File: src/rtl/fpu_issue_pkg.sv
// Shared types and result formatting for the FPU issue stage.
// Keeps the NaN-box and sign-extension rules in one place.
package fpu_issue_pkg;

  localparam int OP_W_DEF = 5;
  localparam logic [31:0] NAN_BOX = 32'hFFFF_FFFF;

  typedef enum logic [1:0] {
    IDLE = 2'd0,
    WAIT = 2'd1,
    RESP = 2'd2
  } state_t;

  // Single-precision results are NaN-boxed for the FP regfile, sign-extended for the integer regfile
  function automatic logic [63:0] fmt_result(input logic len_64, input logic int_dst,
                                             input logic [63:0] data);
    if (len_64)
      return data;
    else if (int_dst)
      return {{32{data[31]}}, data[31:0]};
    else
      return {NAN_BOX, data[31:0]};
  endfunction

endpackage

File: src/rtl/fpu_issue_if.sv
// Execute-stage request, FPU trig/okay and writeback signals of the FPU issue stage.
// The slave modport is the issue stage itself; master is the surrounding pipeline and FPU.
interface fpu_issue_if #(
  parameter int OP_W = fpu_issue_pkg::OP_W_DEF
);

  logic            req_valid;
  logic            req_ready;
  logic            req_len_64;
  logic            req_int_dst;
  logic [OP_W-1:0] req_op;
  logic [4:0]      req_rd;
  logic [63:0]     req_src1;
  logic [63:0]     req_src2;
  logic            kill;

  logic            fpu_trig;
  logic            fpu_len_64;
  logic [OP_W-1:0] fpu_op;
  logic            fpu_flush;
  logic [63:0]     fpu_src1;
  logic [63:0]     fpu_src2;
  logic [63:0]     fpu_out;
  logic            fpu_okay;

  logic            wb_valid;
  logic            wb_ready;
  logic [4:0]      wb_rd;
  logic [63:0]     wb_data;

  logic            busy;
  logic            tmo_err;

  modport slave (
    input  req_valid, req_len_64, req_int_dst, req_op, req_rd, req_src1, req_src2, kill,
    input  fpu_out, fpu_okay, wb_ready,
    output req_ready, fpu_trig, fpu_len_64, fpu_op, fpu_flush, fpu_src1, fpu_src2,
    output wb_valid, wb_rd, wb_data, busy, tmo_err
  );

  modport master (
    output req_valid, req_len_64, req_int_dst, req_op, req_rd, req_src1, req_src2, kill,
    output fpu_out, fpu_okay, wb_ready,
    input  req_ready, fpu_trig, fpu_len_64, fpu_op, fpu_flush, fpu_src1, fpu_src2,
    input  wb_valid, wb_rd, wb_data, busy, tmo_err
  );

endinterface

File: src/rtl/fpu_issue.sv
// Requester side of the FPU trig/okay handshake: issues one op at a time,
// waits for okay or watchdog expiry, and hands the formatted result to writeback.
module fpu_issue
  import fpu_issue_pkg::*;
#(
  parameter int OP_W    = OP_W_DEF,
  parameter int TMO_CYC = 64
) (
  input  logic       clk,
  input  logic       rst,
  fpu_issue_if.slave bus
);

  localparam int CNT_W = (TMO_CYC > 2) ? $clog2(TMO_CYC) : 1;
  localparam logic [CNT_W-1:0] CNT_LAST = CNT_W'(TMO_CYC - 1);

  state_t          state_q, state_d;
  logic [CNT_W-1:0] cnt_q, cnt_d;
  logic            trig_q;
  logic            len_q;
  logic            int_dst_q;
  logic [OP_W-1:0] op_q;
  logic [4:0]      rd_q;
  logic [63:0]     src1_q;
  logic [63:0]     src2_q;
  logic [63:0]     data_q;

  logic            req_ready_c;
  logic            accept;
  logic            capture;
  logic            flush;
  logic            tmo;

  // rst gates ready so every output reads zero while reset is held
  assign req_ready_c = !rst && !bus.kill &&
                       ((state_q == IDLE) || ((state_q == RESP) && bus.wb_ready));
  assign accept      = bus.req_valid && req_ready_c;

  always_comb begin
    state_d = state_q;
    cnt_d   = cnt_q;
    capture = 1'b0;
    flush   = 1'b0;
    tmo     = 1'b0;
    case (state_q)
      IDLE: begin
        if (accept) begin
          state_d = WAIT;
          cnt_d   = '0;
        end
      end
      WAIT: begin
        // okay is not believed in the trig cycle; kill outranks both okay and timeout
        if (bus.kill) begin
          flush   = 1'b1;
          state_d = IDLE;
        end else if (bus.fpu_okay && !trig_q) begin
          capture = 1'b1;
          state_d = RESP;
        end else if (cnt_q == CNT_LAST) begin
          flush   = 1'b1;
          tmo     = 1'b1;
          state_d = IDLE;
        end else begin
          cnt_d = cnt_q + 1'b1;
        end
      end
      RESP: begin
        if (bus.kill) begin
          state_d = IDLE;
        end else if (bus.wb_ready) begin
          if (accept) begin
            state_d = WAIT;
            cnt_d   = '0;
          end else begin
            state_d = IDLE;
          end
        end
      end
      default: state_d = IDLE;
    endcase
  end

  always_ff @(posedge clk or posedge rst) begin
    if (rst) begin
      state_q   <= IDLE;
      cnt_q     <= '0;
      trig_q    <= 1'b0;
      len_q     <= 1'b0;
      int_dst_q <= 1'b0;
      op_q      <= '0;
      rd_q      <= '0;
      src1_q    <= '0;
      src2_q    <= '0;
      data_q    <= '0;
    end else begin
      state_q <= state_d;
      cnt_q   <= cnt_d;
      trig_q  <= accept;
      if (accept) begin
        len_q     <= bus.req_len_64;
        int_dst_q <= bus.req_int_dst;
        op_q      <= bus.req_op;
        rd_q      <= bus.req_rd;
        src1_q    <= bus.req_src1;
        src2_q    <= bus.req_src2;
      end
      if (capture)
        data_q <= fmt_result(len_q, int_dst_q, bus.fpu_out);
    end
  end

  assign bus.req_ready  = req_ready_c;
  assign bus.fpu_trig   = trig_q;
  assign bus.fpu_len_64 = len_q;
  assign bus.fpu_op     = op_q;
  assign bus.fpu_src1   = src1_q;
  assign bus.fpu_src2   = src2_q;
  assign bus.fpu_flush  = flush;
  assign bus.tmo_err    = tmo;
  assign bus.wb_valid   = (state_q == RESP);
  assign bus.wb_rd      = rd_q;
  assign bus.wb_data    = data_q;
  assign bus.busy       = (state_q != IDLE);

endmodule
File: src/flat_wrapper.sv
// flat-port wrapper written by rule: the top's interface ports become plain ports
module fpu_issue_flat import fpu_issue_pkg::*;
#(
  parameter int OP_W    = OP_W_DEF,
  parameter int TMO_CYC = 64
)
  (clk, rst, bus_req_valid, bus_req_len_64, bus_req_int_dst, bus_req_op, bus_req_rd, bus_req_src1, bus_req_src2, bus_kill, bus_fpu_out, bus_fpu_okay, bus_wb_ready, bus_req_ready, bus_fpu_trig, bus_fpu_len_64, bus_fpu_op, bus_fpu_flush, bus_fpu_src1, bus_fpu_src2, bus_wb_valid, bus_wb_rd, bus_wb_data, bus_busy, bus_tmo_err);
  fpu_issue_if #(.OP_W(OP_W)) bus_i ();
  input  logic clk;
  input  logic rst;
  input wire logic [$bits(bus_i.req_valid)-1:0] bus_req_valid;
  input wire logic [$bits(bus_i.req_len_64)-1:0] bus_req_len_64;
  input wire logic [$bits(bus_i.req_int_dst)-1:0] bus_req_int_dst;
  input wire logic [$bits(bus_i.req_op)-1:0] bus_req_op;
  input wire logic [$bits(bus_i.req_rd)-1:0] bus_req_rd;
  input wire logic [$bits(bus_i.req_src1)-1:0] bus_req_src1;
  input wire logic [$bits(bus_i.req_src2)-1:0] bus_req_src2;
  input wire logic [$bits(bus_i.kill)-1:0] bus_kill;
  input wire logic [$bits(bus_i.fpu_out)-1:0] bus_fpu_out;
  input wire logic [$bits(bus_i.fpu_okay)-1:0] bus_fpu_okay;
  input wire logic [$bits(bus_i.wb_ready)-1:0] bus_wb_ready;
  output wire logic [$bits(bus_i.req_ready)-1:0] bus_req_ready;
  output wire logic [$bits(bus_i.fpu_trig)-1:0] bus_fpu_trig;
  output wire logic [$bits(bus_i.fpu_len_64)-1:0] bus_fpu_len_64;
  output wire logic [$bits(bus_i.fpu_op)-1:0] bus_fpu_op;
  output wire logic [$bits(bus_i.fpu_flush)-1:0] bus_fpu_flush;
  output wire logic [$bits(bus_i.fpu_src1)-1:0] bus_fpu_src1;
  output wire logic [$bits(bus_i.fpu_src2)-1:0] bus_fpu_src2;
  output wire logic [$bits(bus_i.wb_valid)-1:0] bus_wb_valid;
  output wire logic [$bits(bus_i.wb_rd)-1:0] bus_wb_rd;
  output wire logic [$bits(bus_i.wb_data)-1:0] bus_wb_data;
  output wire logic [$bits(bus_i.busy)-1:0] bus_busy;
  output wire logic [$bits(bus_i.tmo_err)-1:0] bus_tmo_err;
  assign bus_i.req_valid = bus_req_valid;
  assign bus_i.req_len_64 = bus_req_len_64;
  assign bus_i.req_int_dst = bus_req_int_dst;
  assign bus_i.req_op = bus_req_op;
  assign bus_i.req_rd = bus_req_rd;
  assign bus_i.req_src1 = bus_req_src1;
  assign bus_i.req_src2 = bus_req_src2;
  assign bus_i.kill = bus_kill;
  assign bus_i.fpu_out = bus_fpu_out;
  assign bus_i.fpu_okay = bus_fpu_okay;
  assign bus_i.wb_ready = bus_wb_ready;
  assign bus_req_ready = bus_i.req_ready;
  assign bus_fpu_trig = bus_i.fpu_trig;
  assign bus_fpu_len_64 = bus_i.fpu_len_64;
  assign bus_fpu_op = bus_i.fpu_op;
  assign bus_fpu_flush = bus_i.fpu_flush;
  assign bus_fpu_src1 = bus_i.fpu_src1;
  assign bus_fpu_src2 = bus_i.fpu_src2;
  assign bus_wb_valid = bus_i.wb_valid;
  assign bus_wb_rd = bus_i.wb_rd;
  assign bus_wb_data = bus_i.wb_data;
  assign bus_busy = bus_i.busy;
  assign bus_tmo_err = bus_i.tmo_err;
  fpu_issue #(.OP_W(OP_W), .TMO_CYC(TMO_CYC)) u_core (.clk(clk), .rst(rst), .bus(bus_i));
endmodule
File: config.mk
export PLATFORM = sky130hd
export DESIGN_NAME = fpu_issue_flat
export DESIGN_NICKNAME = d
export VERILOG_FILES = /design/src/rtl/fpu_issue_pkg.sv /design/src/rtl/fpu_issue_if.sv /design/src/rtl/fpu_issue.sv /design/src/flat_wrapper.sv
export SDC_FILE = /design/constraint.sdc
export NUM_CORES = 1
export LEC_CHECK = 0
export ABC_AREA = 0
export ABC_CLOCK_PERIOD_IN_PS = 25200
export BUFFER_PORTS_ARGS = -buffer_cell sky130_fd_sc_hd__buf_2
export CAP_MARGIN = 15
export CELL_PAD_IN_SITES_DETAIL_PLACEMENT = 0
export CELL_PAD_IN_SITES_GLOBAL_PLACEMENT = 1
export CORE_MARGIN = 2
export CORE_UTILIZATION = 25
export DETAILED_ROUTE_END_ITERATION = 8
export MAX_ROUTING_LAYER = met4
export PLACE_DENSITY = 0.65
export SLEW_MARGIN = 10
export SYNTH_ARGS = -nofsm -noshare
export SYNTH_HDL_FRONTEND = slang
export SYNTH_SLANG_ARGS = --single-unit
File: constraint.sdc
create_clock -name clk -period 25.2 [get_ports clk]
set_input_delay 7.56 -clock clk [delete_from_list [all_inputs] [get_ports clk]]
set_output_delay 7.56 -clock clk [all_outputs]
set_load 0.03 [all_outputs]
; Yosys cells after proc, flatten, opt, wreduce, memory -nomap -nowiden
; Index checks and enable logic that the tools add are counted.
[totals]
ff_bits = 213
word_cells = 62
[classes]
addsub = 1
n_eq_ne = 11
muxes = 26
reduce_logical = 14
[op_table]
columns = op, count
row1 = 64-bit 2-to-1 mux, 2
row2 = 6-bit 2-to-1 mux, 6
row3 = 6-bit one-hot mux with 3 select lines, 1
row4 = 2-bit 2-to-1 mux, 6
row5 = 1-bit 2-to-1 mux, 10
row6 = "2-bit != test, second input constant", 5
row7 = "6-bit by 1-bit adder with 6-bit output, second input constant", 1
row8 = "6-bit equality test, second input constant", 1
row9 = 2-bit one-hot mux with 3 select lines, 1
row10 = 6-bit AND reduction, 1
row11 = 1-bit logical AND, 5
row12 = "4-bit by 2-bit != test with 1-bit output, second input constant", 1
row13 = 1-bit zero test, 3
row14 = "3-bit != test, second input constant", 1
row15 = 3-bit AND reduction, 1
row16 = 3-bit nonzero test, 1
row17 = "2-bit by 1-bit equality test with 1-bit output, second input constant", 1
row18 = "2-bit equality test, second input constant", 1
row19 = 2-bit zero test, 1
row20 = "2-bit by 1-bit != test with 1-bit output, second input constant", 1
row21 = 2-bit nonzero test, 1
row22 = 1-bit logical OR, 1

; Logic depth before layout (Yosys ltp)
[logic_depth]
word_depth = 9
ltp_mapped = 6
depth_no_buf = 5

; Worst setup path after synthesis
; OpenSTA, ideal clock, no wires.
[synth_path]
path_type = input to output
from = in rst
to = out bus_req_ready
arrival_ns = 12.810
required_time_ns = 17.640
slack_ns = 4.830
cell_stages = 2
path_buffers = 0
cell_sequence = inv_1 and3_1
[synth_between]
elab_chain_cells = 3
[synth_lines]
columns = item, line
row1 = start: declaration, flat_wrapper.sv:10  ; input logic rst;
row2 = 1-bit zero test (no line), --
row3 = 1-bit logical AND (2 in a row), fpu_issue.sv:35  ; assign req_ready_c = !rst && !bus.kill &&
row4 = end: declaration, flat_wrapper.sv:22  ; output wire logic [$bits(bus_i.req_ready)-1:0] bus_req_ready;
; Every way passes these cells.

; Worst setup path in the final report
; Same ends and word-level chain as after synthesis.

==> run_results.csv <==
group,metric,value,unit
worst_setup_path,ff2ff_setup_slack,22.15,ns
floorplan,io_pins,419,
final_layout,synthToLayoutAreaGrowth,41.91,%
sta,finalSetupViolCount,0,
worst_setup_path,critPathMostFrequentCell,"buf_2",
worst_setup_path,cp-start-kind,"input pin",
synthesis,synth-compound-area-share,0.05157,
floorplan,coreArea,0.03229,mm²
worst_setup_path,critPathCaptureType,"output pin",
synthesis,synth_top_family_by_area,"multiplexers",
synthesis,syn_area,0.008153,mm²
synthesis,synth_top_area_cell,"dfrtp_1",
final_layout,mostFrequentLayoutCells,"buf_2, dfrtp_1, mux2_2",
synthesis,syn_nets,771,
placed_design,placed_cells,1394,
synthesis,synth_area_leaders,"dfrtp_1, mux2_2, a21oi_1",
placed_design,place_congestion,0.7174,
power_and_ir_drop,peakVddDrop,0.00006385,V
final_layout,drive_gt1_frac,0.6439,
synthesis,muxShareOfSynthArea,0.2376,
worst_setup_path,critPathMaxFanout,82,
global_route,grt_max_degree,96,
final_layout,ff_latch_area,0.005330,mm²
synthesis,synth_top_cell_area_share,0.6538,
sta,grt_setup_unrepaired,"no",
route,drc,0,
sta,clock-skew-final,0.01615,ns
clock_tree,cts.htree.levels,1,
worst_setup_path,path_class,"in2out",
sta,finalCritPeriodShare,0.6403,
placed_design,post-dp-hpwl,16430,µm
final_layout,antenna_cells,0,
synthesis,ys_types,27,
final_layout,n_fill_cell,3265,
floorplan,die_area,0.03407,mm²
synthesis,synthAdderAreaFrac,0.001535,
clock_tree,clk_pin_slew,0.06,ns
power_and_ir_drop,p_leak,0.005659,µW
run_status,status,"complete, no violations",
floorplan,initial_core_util,0.2525,
final_layout,fin_nets,1190,
placed_design,port_buffers,418,
route,drtIter0Drc,140,
clock_tree,cts.path.max_buffers,3,
route,wl_per_cell,15.72,µm
sta,period_minus_slack,16.14,ns
clock_tree,clock-root-buffer,"clkbuf_16",
worst_setup_path,slowest_delay,0.41,ns
final_layout,final_common_cell,"buf_2",
clock_tree,cts_sinks,213,
floorplan,row_count,66,
route,wl,22620,µm
synthesis,synth-xor-area-share,0,
synthesis,synthCells,560,
route,dr_total_vias,6036,
worst_setup_path,required,17.64,ns
global_route,grt_pass1_vias,6214,
clock_tree,cts-resized-gates,0,
global_route,track_usage,0.1284,
placed_design,place_area,0.01071,mm²
global_route,antenna_found_initial,0,
worst_hold_path,hold_path_class,"reg2reg",
synthesis,synthSimpleGateAreaFrac,0.03514,
final_layout,design_area,0.01157,mm²
synthesis,avgSynthCellArea,14.56,µm²
clock_tree,hold_buffers,0,
worst_setup_path,cp_cell_sequence,"buf_2 > inv_8 > and3_1 > buf_2",
clock_tree,cts_setup_buffers,0,
worst_setup_path,cp.arrival,8.58,ns
route,firstDrtPassIters,6,
floorplan,dieWidth,184.6,µm
route,viasPerCell,4.195,
global_route,grt_pass1_wl,33480,µm
synthesis,ys_ff_latch,213,
sta,slew_headroom,0.3111,
worst_setup_path,cp_slowest_cell,"inv_8",
clock_tree,cts_tree,"built",
final_layout,layout.cells.non_filler,1439,
run,cap_violations,0,
sta,tightest_slew,1.033,ns
floorplan,chipHeight,184.6,µm
clock_tree,clk_latency,0.52,ns
sta,fin_tns_setup,0,ns
final_layout,multiInputGateArea,0.002666,mm²
sta,max_freq,61.97,MHz
sta,maxSlewViolCount,0,
synthesis,synth_warnings,0,
clock_tree,cts_inserted_buffers,25,
power_and_ir_drop,p_per_area,108.8,mW/mm²
global_route,overflow,0,
synthesis,ys_seq_area_frac,0.6538,
route,ant_nets,0,
sta,hold_viol_final,0,
[worst max-delay path, delay by kind of cell]
kind	cells	cell delay, ns
simple gates	1	0.24
buf+inv	3	0.73
[cell usage after synthesis]
cell,count
dfrtp_1,213
mux2_2,172
a21oi_1,68
nor2_1,35
buf_2,25
clkbuf_1,8
nand3_1,6
nand2_1,4
nand2b_1,4
inv_1,3
o21ai_0,3
and3_1,2
nor2b_1,2
o31ai_1,2
a2111o_1,1
a31o_2,1
a32oi_1,1
ha_1,1
nand4_1,1
nor3_1,1
nor3_2,1
nor3b_4,1
o2111ai_1,1
o211ai_2,1
or2_2,1
or3_1,1
or4_1,1
[routing by layer]
layer / up-vias / GRT usage / wire [µm]
met5: - / - / 0
met4: 0 / 0.03808 / 650
li1: 2806 / - / -
met1: 2919 / 0.1451 / 8792
met2: 273 / 0.2218 / 11270
met3: 38 / 0.03517 / 1909
[final timing paths]
check,start,endpoint,depth (start not counted)
worst min-delay path,u_core.bus.fpu_src1[20],u_core.bus.fpu_src1[20],1
min in group asynchronous,rst,u_core.bus.wb_data[32],2
worst min register to register,u_core.bus.fpu_src1[20],u_core.bus.fpu_src1[20],1
worst max register to register,u_core.state_q[1],u_core.bus.fpu_src1[43],5
worst max-delay path,rst,bus_req_ready,4
max in group asynchronous,rst,u_core.bus.fpu_src2[17],3
[where the power goes]
group	switching (µW)	internal, µW
Clock	140	233
Combinational	276	137
Sequential	42.9	430
[flip-flops by register name, indices dropped and copies added, names as in the netlist]
signal / cells
u_core.bus.wb_data: 64
u_core.state_q: 2
u_core.bus.fpu_op: 5
u_core.bus.fpu_len_64: 1
u_core.bus.wb_rd: 5
u_core.int_dst_q: 1
u_core.bus.fpu_src2: 64
u_core.bus.fpu_trig: 1
u_core.bus.fpu_src1: 64
u_core.cnt_q: 6
[stage by stage]
stage | utilization | power, µW | hold WS [ns] | setup WS (ns)
finish | 0.3583 | 1259 | 0.4963 | 9.063
floorplan | - | 753.7 | 0.4797 | 4.830
detailed placement | 0.3318 | 897.3 | 0.4876 | 9.017
global placement | 0.3318 | 892.7 | 0.4813 | 9.019
CTS | 0.3583 | 1279 | 0.5008 | 9.018
global route | 0.3583 | 1326 | 0.5052 | 8.939
[layout make-up]
class	instances	share of cell area
Timing Repair Buffer	425	0.1854
Clock buffer	39	0.06467
Sequential cell	213	0.4607
Multi-Input combinational cell	311	0.2305
Tap cell	442	0.04780
Inverter	3	0.001622
Clock inverter	6	0.009408
[cells by family (layout without fill, tap and decap cells)]
| logic type | Yosys count | in the layout |
|---|---|---|
| AOI/OAI and AO/OA | 78 | 78 |
| DFF | 213 | 213 |
| buffers and inverters | 36 | 473 |
| and+or+nand+nor | 60 | 60 |
| muxes | 172 | 172 |
| adders and majority gates | 1 | 1 |
No activity file was read; power rests on OpenSTA's default activity.
